===== src/rtl/icache_refill_ctrl.sv =====
// ---------------------------------------------------------------------------
// icache_refill_ctrl
//   Miss/refill controller for one ICACHE bank. On an accepted fetch miss it
//   picks a victim way and invalidates that way's tag. It then requests the
//   line from L2 and writes each returned beat into the data SCM. Finally it
//   sets the tag valid. The critical (missed) word is forwarded to the fetch
//   unit one cycle after its beat arrives.
//
//   Optional feature macro: ICACHE_INVALID_WAY_FIRST_EN
//     defined   : prefer the lowest-index invalid way; use the LFSR way only
//                 when the whole set is valid.
//     undefined : always use the LFSR way.
//
// Ports
//   clk, rst_n        clock, asynchronous active-low reset
//   miss_req_i/addr_i fetch miss request and missing byte address
//   miss_gnt_o        miss accepted (combinational, only in IDLE)
//   way_valid_i       valid bits of the indexed set, sampled at accept
//   lfsr_way_oh_i     one-hot replacement way from the LFSR
//   lfsr_enable_o     1-cycle pulse advancing the LFSR
//   refill_*          L2 line request / grant / in-order beat return
//   tag_*             tag array write port ({valid, tag})
//   data_*            data SCM write port ({index, word offset})
//   fetch_rvalid_o/rdata_o  critical word to fetch unit (1-cycle pulse)
//   busy_o            controller not idle
// ---------------------------------------------------------------------------
module icache_refill_ctrl #(
  parameter int unsigned NUM_WAYS   = 4,
  parameter int unsigned NUM_SETS   = 64,
  parameter int unsigned ADDR_W     = 32,
  parameter int unsigned DATA_W     = 32,
  parameter int unsigned LINE_WORDS = 4,
  localparam int unsigned BO        = $clog2(DATA_W / 8),
  localparam int unsigned WO        = $clog2(LINE_WORDS),
  localparam int unsigned IX        = $clog2(NUM_SETS),
  localparam int unsigned TAG_W     = ADDR_W - IX - WO - BO
) (
  input  logic                clk,
  input  logic                rst_n,
  input  logic                miss_req_i,
  input  logic [ADDR_W-1:0]   miss_addr_i,
  output logic                miss_gnt_o,
  input  logic [NUM_WAYS-1:0] way_valid_i,
  input  logic [NUM_WAYS-1:0] lfsr_way_oh_i,
  output logic                lfsr_enable_o,
  output logic                refill_req_o,
  output logic [ADDR_W-1:0]   refill_addr_o,
  input  logic                refill_gnt_i,
  input  logic                refill_rvalid_i,
  input  logic [DATA_W-1:0]   refill_rdata_i,
  output logic                tag_we_o,
  output logic [NUM_WAYS-1:0] tag_way_oh_o,
  output logic [IX-1:0]       tag_index_o,
  output logic [TAG_W:0]      tag_wdata_o,
  output logic                data_we_o,
  output logic [NUM_WAYS-1:0] data_way_oh_o,
  output logic [IX+WO-1:0]    data_addr_o,
  output logic [DATA_W-1:0]   data_wdata_o,
  output logic                fetch_rvalid_o,
  output logic [DATA_W-1:0]   fetch_rdata_o,
  output logic                busy_o
);

  // Word address width: the byte offset inside a beat is never needed.
  localparam int unsigned AW = ADDR_W - BO;

  typedef enum logic [2:0] {
    S_IDLE,
    S_INVAL,
    S_REQ,
    S_BEATS,
    S_TAG
  } state_e;

  state_e              state_q, state_d;
  logic [AW-1:0]       addr_q, addr_d;
  logic [NUM_WAYS-1:0] victim_q, victim_d;
  logic [WO-1:0]       cnt_q, cnt_d;
  logic                lfsr_en_q, lfsr_en_d;
  logic                fetch_rvalid_q, fetch_rvalid_d;
  logic [DATA_W-1:0]   fetch_rdata_q, fetch_rdata_d;

  logic [NUM_WAYS-1:0] victim_c;
  logic                use_lfsr_c;
  logic                tag_valid_c;

  logic [WO-1:0]       word_off;
  logic [IX-1:0]       set_idx;
  logic [TAG_W-1:0]    line_tag;

  // Fields of the latched miss address.
  assign word_off = addr_q[WO-1:0];
  assign set_idx  = addr_q[WO +: IX];
  assign line_tag = addr_q[AW-1 -: TAG_W];

  // Victim selection at accept time.
  always_comb begin : victim_pick
    victim_c   = lfsr_way_oh_i;
    use_lfsr_c = 1'b1;
`ifdef ICACHE_INVALID_WAY_FIRST_EN
    // Descending scan so the lowest-index invalid way wins.
    for (int i = int'(NUM_WAYS) - 1; i >= 0; i--) begin
      if (!way_valid_i[i]) begin
        victim_c    = '0;
        victim_c[i] = 1'b1;
        use_lfsr_c  = 1'b0;
      end
    end
`endif
  end

`ifndef ICACHE_INVALID_WAY_FIRST_EN
  // Set valid bits only matter when invalid ways are preferred.
  logic unused_way_valid;
  assign unused_way_valid = ^way_valid_i;
`endif

  // Byte-in-beat bits of the miss address are dropped when latching.
  logic unused_miss_addr;
  assign unused_miss_addr = ^miss_addr_i;

  // State and datapath registers.
  always_ff @(posedge clk or negedge rst_n) begin : regs
    if (!rst_n) begin
      state_q        <= S_IDLE;
      addr_q         <= '0;
      victim_q       <= '0;
      cnt_q          <= '0;
      lfsr_en_q      <= 1'b0;
      fetch_rvalid_q <= 1'b0;
      fetch_rdata_q  <= '0;
    end else begin
      state_q        <= state_d;
      addr_q         <= addr_d;
      victim_q       <= victim_d;
      cnt_q          <= cnt_d;
      lfsr_en_q      <= lfsr_en_d;
      fetch_rvalid_q <= fetch_rvalid_d;
      fetch_rdata_q  <= fetch_rdata_d;
    end
  end

  // Next-state and strobe decode.
  always_comb begin : fsm_next
    state_d        = state_q;
    addr_d         = addr_q;
    victim_d       = victim_q;
    cnt_d          = cnt_q;
    lfsr_en_d      = 1'b0;
    fetch_rvalid_d = 1'b0;
    fetch_rdata_d  = fetch_rdata_q;
    miss_gnt_o     = 1'b0;
    refill_req_o   = 1'b0;
    tag_we_o       = 1'b0;
    tag_valid_c    = 1'b0;
    data_we_o      = 1'b0;
    data_wdata_o   = '0;

    case (state_q)
      S_IDLE: begin
        miss_gnt_o = miss_req_i;
        if (miss_req_i) begin
          addr_d    = miss_addr_i[ADDR_W-1:BO];
          victim_d  = victim_c;
          lfsr_en_d = use_lfsr_c;
          cnt_d     = '0;
          state_d   = S_INVAL;
        end
      end

      // Invalidate the victim first so no stale hit can occur mid-refill.
      S_INVAL: begin
        tag_we_o = 1'b1;
        state_d  = S_REQ;
      end

      S_REQ: begin
        refill_req_o = 1'b1;
        if (refill_gnt_i) begin
          state_d = S_BEATS;
        end
      end

      // Beats are written in the cycle they arrive; counter wraps after the last.
      S_BEATS: begin
        if (refill_rvalid_i) begin
          data_we_o    = 1'b1;
          data_wdata_o = refill_rdata_i;
          cnt_d        = cnt_q + WO'(1);
          if (cnt_q == word_off) begin
            fetch_rvalid_d = 1'b1;
            fetch_rdata_d  = refill_rdata_i;
          end
          if (cnt_q == WO'(LINE_WORDS - 1)) begin
            state_d = S_TAG;
          end
        end
      end

      // Whole line is in the SCM: publish the tag as valid.
      S_TAG: begin
        tag_we_o    = 1'b1;
        tag_valid_c = 1'b1;
        state_d     = S_IDLE;
      end

      default: begin
        state_d = S_IDLE;
      end
    endcase
  end

  assign lfsr_enable_o  = lfsr_en_q;
  assign refill_addr_o  = {addr_q[AW-1:WO], (WO + BO)'(0)};
  assign tag_way_oh_o   = victim_q;
  assign tag_index_o    = set_idx;
  assign tag_wdata_o    = {tag_valid_c, line_tag};
  assign data_way_oh_o  = victim_q;
  assign data_addr_o    = {set_idx, cnt_q};
  assign fetch_rvalid_o = fetch_rvalid_q;
  assign fetch_rdata_o  = fetch_rdata_q;
  assign busy_o         = (state_q != S_IDLE);

endmodule

===== config.mk =====
export PLATFORM = sky130hd
export DESIGN_NAME = icache_refill_ctrl
export DESIGN_NICKNAME = d
export VERILOG_FILES = /design/src/rtl/icache_refill_ctrl.sv
export SDC_FILE = /design/constraint.sdc
export NUM_CORES = 1
export LEC_CHECK = 0
export ABC_CLOCK_PERIOD_IN_PS = 3900
export BUFFER_PORTS_ARGS = -buffer_cell sky130_fd_sc_hd__clkbuf_2
export CAP_MARGIN = 20
export CORE_MARGIN = 1.5
export CORE_UTILIZATION = 47
export DETAILED_ROUTE_END_ITERATION = 16
export PLACE_DENSITY = 0.86
export SYNTH_ARGS = -nofsm -noshare
export SYNTH_HDL_FRONTEND = slang
export SYNTH_SLANG_ARGS = --single-unit

===== constraint.sdc =====
create_clock -name clk -period 3.9 [get_ports clk]
set_clock_uncertainty 0.05 [all_clocks]
set_input_delay 0.585 -clock clk [delete_from_list [all_inputs] [get_ports clk]]
set_output_delay 0.585 -clock clk [all_outputs]
set_load 0.1 [all_outputs]

# Word-level counts from Yosys, hierarchy flattened
# Index checks and enable logic that the tools add are counted.
[totals]
ff_bits = 73
in_bits = 77
out_inout_bits = 148
[classes]
addsub = 1
n_eq_ne = 10
muxes = 21
reduce_logical = 8
[op_table]
columns = ["operator", "count"]
rows = [
  ["32-bit two-way mux", 2],
  ["3-bit two-way mux", 4],
  ["3-bit case mux with 4 select lines", 1],
  ["1-bit two-way mux", 11],
  ["2-bit inequality test, second input constant", 4],
  ["3-bit by 2-bit == test with 1-bit output, second input constant", 2],
  ["3-bit AND reduction", 2],
  ["2-bit two-way mux", 2],
  ["2-bit case mux with 2 select lines", 1],
  ["4-bit AND reduction", 1],
  ["3-bit by 1-bit == test with 1-bit output, second input constant", 1],
  ["3-bit == test, second input constant", 1],
  ["3-bit logical NOT", 1],
  ["3-bit nonzero test", 1],
  ["2-bit by 1-bit adder with 2-bit output, second input constant", 1],
  ["2-bit == test", 1],
  ["2-bit == test, second input constant", 1],
  ["2-bit AND reduction", 1],
  ["2-bit nonzero test", 1],
  ["2-bit OR reduction", 1],
]

# Logic depth before layout (Yosys ltp)
# Gate-level depths: netlist of run 1.
[depth]
depth_word = 4
ltp_mapped = 6

# Worst setup path after synthesis of run 1
# OpenSTA, ideal clock, no wires.
[synth_timing]
kind = "flip-flop to output port"
from = "reg state_q[2]"
to = "out refill_req_o"
arrival_ps = 2717
setup_slack_ps = 548
stages_incl_launch_ff = 3
path_cell_list = "dfrtp_1 -> buf_2 -> nor3b_1"
[synth_between]
elab_chain_cells = 2
[synth_lines]
columns = ["item", "line", "text"]
rows = [
  ["from (decl)", "75", "state_e state_q, state_d;"],
  ["from (signal assigned)", "133", "state_q <= state_d;"],
  ["3-bit by 2-bit == test with 1-bit output", "159", "case (state_q)"],
  ["1-bit two-way mux", "159", ""],
  ["to (decl)", "46", "output logic refill_req_o,"],
]
# No other way between the ends.

# Worst setup path in the final report of run 1
[layout_timing]
from = "reg state_q[2]"
to = "out data_wdata_o[16]"
[layout_between]
elab_chain_cells = 2
[layout_lines]
columns = ["item", "line", "text"]
rows = [
  ["3-bit by 2-bit == test with 1-bit output", "159", ""],
  ["32-bit two-way mux", "159", ""],
  ["to (decl)", "58", "output logic [DATA_W-1:0] data_wdata_o,"],
]
# No other way between the ends.

==> results.txt, run 1 <==
FF-to-FF End = fetch_rdata_o[26]
Critical Path AT = 2.36 ns
Critical path endpoint category = output pin
Max Clk Rate = 333 MHz
Final ANT Viol Nets = 0
Filler cell count = 639
CTS buffer count = 9
Final worst path period share = 76.9%
Clock latency on the worst-skew pair = 0.33 ns
Synth Instances = 281
Layout area overhead = 21.5%
Top Ports = 225
Initial antenna violation count = 0
Vias = 2479
Max Transition Viols Final = 0
Kind of critical path = flip-flop to output pin
Min Hold Slack = 0.312 ns
Global route total overflow = 0
Most frequent cells in the layout = 213 x clkbuf_2, 73 x dfrtp_1, 38 x mux2_2
H-tree depth = 3
Reg area = 0.00183 mm^2
CTS tree = built
Vias in the first global route = 2408
Starting Density = 48.3%
Total track usage = 17.9%
Vias/cell = 4.63
Clock slew at reported path FFs = 0.08 ns
Post-synth EDFFs = 0
DRT iter0 DRCs = 45
Routed length per instance = 13.9 um
Placed Area = 0.00431 mm^2
Crit-path cells = and4b_1 > buf_4 > and2_1 > clkbuf_2
CTS Hold Bufs = 0
DIE HEIGHT = 91.6 um
Worst r2r path cells = 4
Critical Path Source Type = flip-flop
Post-Syn Area = 0.00369 mm^2
Worst path max stage delay = 0.59 ns
Yosys cell types = 28
Pin count of the biggest net entering global routing = 74
Final nets = 506
GPL Wtd Cong = 0.761
Least-Margin Pin Slew = 0.880 ns
Die area = 0.00840 mm^2
Cell area after layout = 0.00449 mm^2
Unrepaired setup endpoints after global routing = false
Synth warnings = 0
Core Rows = 32
CTS Root Cell = clkbuf_8
Synth Flop Type = dfrtp_1
Status = completed
Post-synthesis sequential area ratio = 49.5%
Min-Delay Path Class = input pin to asynchronous set/reset pin
Multi-input gate area = 0.00125 mm^2
Drt total wl = 7430 um
HPWL after DPL = 5710 um
Commonest non-fill, non-tap cell in the layout = clkbuf_2
Max transition margin = 41.4%
Core Area = 0.00765 mm^2
Setup TNS = 0 ns
Layout cells sized above 1 = 70.0%
Yosys reg bits = 73
Ant diodes = 0
Die Wd = 91.6 um
# DRC = 0
Max-Cap Viols = 0
Min Tclk post-route = 3.00 ns
Crit-path max FO = 27
Reg2Reg Launch Point = state_q[2]
Post_cts resized = 0
TritonRoute pass-1 iters = 4
TritonCTS Sinks = 73
Ys async rst share = 100%
Critical path's slowest cell = and4b_1
Buffer count from post-CTS setup fixing = 0
Final setup viols = 0
Worst R2R Setup Slack = 1.36 ns
Worst path required time = 3.26 ns
Final hold viol count = 0
Average size of a mapped cell = 13.1 um^2
Worst-case clock buffer depth = 2
Global-route wire length before repair = 11700 um
IO buf count = 214
[area by class of cell]
class,instances,area share [%]
Timing Repair Buffer,217,24.4
Inverter,1,0.0837
Multi-Input combinational cell,126,27.9
Sequential cell,73,40.7
Tap cell,102,2.84
Clock inverter,6,0.920
Clock buffer,10,3.07
[cell usage after synthesis, types with 2 or more instances]
cell type | count | area, um^2
nor2_1 | 3 | 11.3
buf_2 | 4 | 20.0
mux2_4 | 29 | 435
buf_4 | 74 | 556
clkbuf_1 | 2 | 7.51
xnor2_1 | 3 | 26.3
and2_1 | 33 | 206
dfrtp_1 | 73 | 1830
mux2_2 | 38 | 428
buf_6 | 4 | 45.0
[worst max-delay path by stage]
stage                               start               end  slack (ns)  cells after the start
after floorplan                state_q[2]      refill_req_o        0.55                      2
after global placement    refill_rvalid_i  data_wdata_o[24]        1.16                      5
after detailed placement  refill_rvalid_i  data_wdata_o[16]        1.09                      5
after CTS                      state_q[2]  data_wdata_o[16]        0.82                      4
after global routing           state_q[2]  data_wdata_o[16]        0.72                      4
final                          state_q[2]  data_wdata_o[16]        0.90                      4
[routing by layer]
metal  global-route usage [%]  vias to the layer above  part of all wire (%)
li1                         -                     1149                     -
met1                     19.5                     1194                    37
met2                     32.4                      124                    53
met3                     5.47                       12                   7.9
met4                     6.77                        0                   1.9
met5                        0                        -                     0
[logic make-up after synthesis]
family | Yosys count | synth area share (%)
adders and majority gates | 1 | 0.339
buffers and inverters | 85 | 17.1
DFF | 73 | 49.5
AOI/OAI and AO/OA | 3 | 0.474
xor gates and xnor gates | 3 | 0.712
muxes | 67 | 23.4
other | 1 | 0.102
and+or+nand+nor | 48 | 8.40
[flip-flops by register name, summed over array words and instances, names as in the netlist]
register	count
addr_q	30
cnt_q	2
data_way_oh_o	4
fetch_rdata_o	32
fetch_rvalid_o	1
lfsr_enable_o	1
state_q	3
[stage by stage]
stage / cells / utilization (%) / setup slack [ns]
finish: 535 / 58.7 / 0.900
floorplan: 284 / - / 0.548
global placement: 519 / 56.3 / 1.16
detailed placement: 519 / 56.3 / 1.09
global route: 535 / 58.7 / 0.716
CTS: 535 / 58.7 / 0.821
[worst max-delay path, delay by kind of cell, from the launching register on]
| family | cells | cell delay (ns) |
|---|---|---|
| simple gates | 2 | 0.77 |
| buf+inv | 2 | 0.78 |
| flops | 1 | 0.49 |
Power of run 1 is left out: the tool's default activity adds up to more than one toggle a clock period on the data nets, which glitch-free logic cannot reach.
==> inputs of run 2 (changes only) <==
- ABC_CLOCK_PERIOD_IN_PS: 3900 -> 2700
- CORE_UTILIZATION: 47 -> 39
- PLACE_DENSITY: 0.86 -> 0.76
- clock period: 3.9 -> 2.7 ns (I/O delays scaled with it)
==> results.txt, run 2 (synthesis gave the netlist of run 1 again) <==
Global route total overflow = 0 (unchanged)
Crit-path cells = and4b_1 > buf_12 > and2_1 > buf_12 (was and4b_1 > buf_4 > and2_1 > clkbuf_2)
Min-Delay Path Class = input pin to asynchronous set/reset pin (unchanged)
Pin count of the biggest net entering global routing = 74 (unchanged)
Clock slew at reported path FFs = 0.08 ns (about the same)
Initial antenna violation count = 0 (unchanged)
Critical Path Source Type = flip-flop (unchanged)
H-tree depth = 3 (unchanged)
Post_cts resized = 0 (unchanged)
Max Transition Viols Final = 0 (unchanged)
Core Area = 0.00920 mm^2 (was 0.00765 mm^2)
Vias in the first global route = 2400 (was 2408)
Status = completed (unchanged)
Max reg flops = 32 (unchanged)
Layout area overhead = 37.3% (was 21.5%)
Global-route wire length before repair = 11800 um (was 11700 um)
Critical Path AT = 1.96 ns (was 2.36 ns)
GPL Wtd Cong = 0.712 (was 0.761)
Worst-case clock buffer depth = 2 (unchanged)
Unrepaired setup endpoints after global routing = false (unchanged)
Die Wd = 100 um (was 91.6 um)
Final setup viols = 0 (unchanged)
IO buf count = 214 (unchanged)
Final nets = 508 (was 506)
Most frequent cells in the layout = 179 x clkbuf_2, 73 x dfrtp_1, 38 x mux2_2 (was 213 x clkbuf_2, 73 x dfrtp_1, 38 x mux2_2)
Worst R2R Setup Slack = 0.66 ns (was 1.36 ns)
Critical path's slowest cell = dfrtp_1 (was and4b_1)
Final hold viol count = 0 (unchanged)
Worst r2r path cells = 4 (unchanged)
Routed length per instance = 14.2 um (was 13.9 um)
Setup TNS = 0 ns (unchanged)
Drt total wl = 7750 um (was 7430 um)
Vias = 2440 (was 2479)
CP most frequent cell = buf_12
CTS buffer count = 9 (unchanged)
Pre-CTS WS = 0.626 ns (was 1.09 ns)
CTS Hold Bufs = 0 (unchanged)
TritonRoute pass-1 iters = 4 (unchanged)
Final core utilization = 55.1% (was 58.7%)
DIE HEIGHT = 100 um (was 91.6 um)
Core Rows = 35 (was 32)
Clock latency on the worst-skew pair = 0.33 ns (about the same)
TritonCTS Sinks = 73 (unchanged)
Vias/cell = 4.47 (was 4.63)
Max Clk Rate = 414 MHz
Worst path required time = 2.25 ns (was 3.26 ns)
CTS tree = built (unchanged)
FF-to-FF End = fetch_rdata_o[1] (was fetch_rdata_o[26])
Max-Cap Viols = 0 (unchanged)
Kind of critical path = flip-flop to output pin (unchanged)
Ant diodes = 0 (unchanged)
Commonest non-fill, non-tap cell in the layout = clkbuf_2 (unchanged)
Final ANT Viol Nets = 0 (unchanged)
Final worst path period share = 89.4%
# DRC = 0 (unchanged)
Worst path max stage delay = 0.56 ns (was 0.59 ns)
Starting Density = 40.1% (was 48.3%)
Crit-path max FO = 34 (was 27)
CTS Root Cell = clkbuf_8 (unchanged)
HPWL after DPL = 6020 um (was 5710 um)
Reg2Reg Launch Point = state_q[2] (unchanged)
Layout cells sized above 1 = 70.3% (was 70.0%)
Critical path endpoint category = output pin (unchanged)
Die area = 0.0101 mm^2 (was 0.00840 mm^2)
Total track usage = 15.4% (was 17.9%)
Top Ports = 225 (unchanged)
Fin worst setup slack = 0.287 ns (was 0.900 ns)
DRT iter0 DRCs = 40 (was 45)
Buffer count from post-CTS setup fixing = 0 (unchanged)
Max transition margin = 40.6% (was 41.4%)
Least-Margin Pin Slew = 0.892 ns (was 0.880 ns)
Min Tclk post-route = 2.41 ns
-- run 2: how the worst max path moves through the flow --
stage          cells after the start       start  slack (ns)                to
5_1_grt                            4  state_q[0]        0.16  data_wdata_o[25]
4_1_cts                            4  state_q[0]        0.24  data_wdata_o[16]
3_3_place_gp                       4  state_q[2]        0.65  data_wdata_o[31]
6_report                           4  state_q[0]        0.29  data_wdata_o[19]
3_5_place_dp                       4  state_q[0]        0.63  data_wdata_o[16]
2_1_floorplan                      5  state_q[2]      -0.002  data_wdata_o[10]
-- run 2: critical path: cells and delay by family (launching register included) --
| family | cells | cell delay (ns) |
|---|---|---|
| buffers and inverters | 2 | 0.41 |
| DFF | 1 | 0.56 |
| and+or+nand+nor | 2 | 0.64 |
-- run 2: layer usage --
layer  share of wire (%)  global-route usage, %  routed length [um]  vias to the layer above
li1                    -                      -                   -                     1147
met3                 8.3                   5.43                 641                        7
met5                   0                      0                   0                        -
met1                  39                   17.1                3000                     1158
met2                  52                   27.6                4030                      128
met4                0.98                   4.55                  76                        0
-- run 2: final cells by class --
| type | count | area [um^2] |
|---|---|---|
| Tap cell | 111 | 139 |
| Fill cell | 794 | 4130 |
| Multi-Input combinational cell | 126 | 1260 |
| Inverter | 1 | 3.75 |
| Clock inverter | 7 | 95.1 |
| Timing Repair Buffer | 219 | 1620 |
| Sequential cell | 73 | 1830 |
| Clock buffer | 9 | 124 |
-- run 2: metrics by stage --
stage | hold slack [ns] | area [um^2] | instances
after floorplan | 0.0594 | 3710 | 284
after global placement | 0.437 | 4850 | 530
after detailed placement | 0.447 | 4850 | 530
after CTS | 0.173 | 5070 | 546
after global routing | 0.214 | 5070 | 546
final | 0.146 | 5070 | 546
Power of run 2 is left out for the same reason.
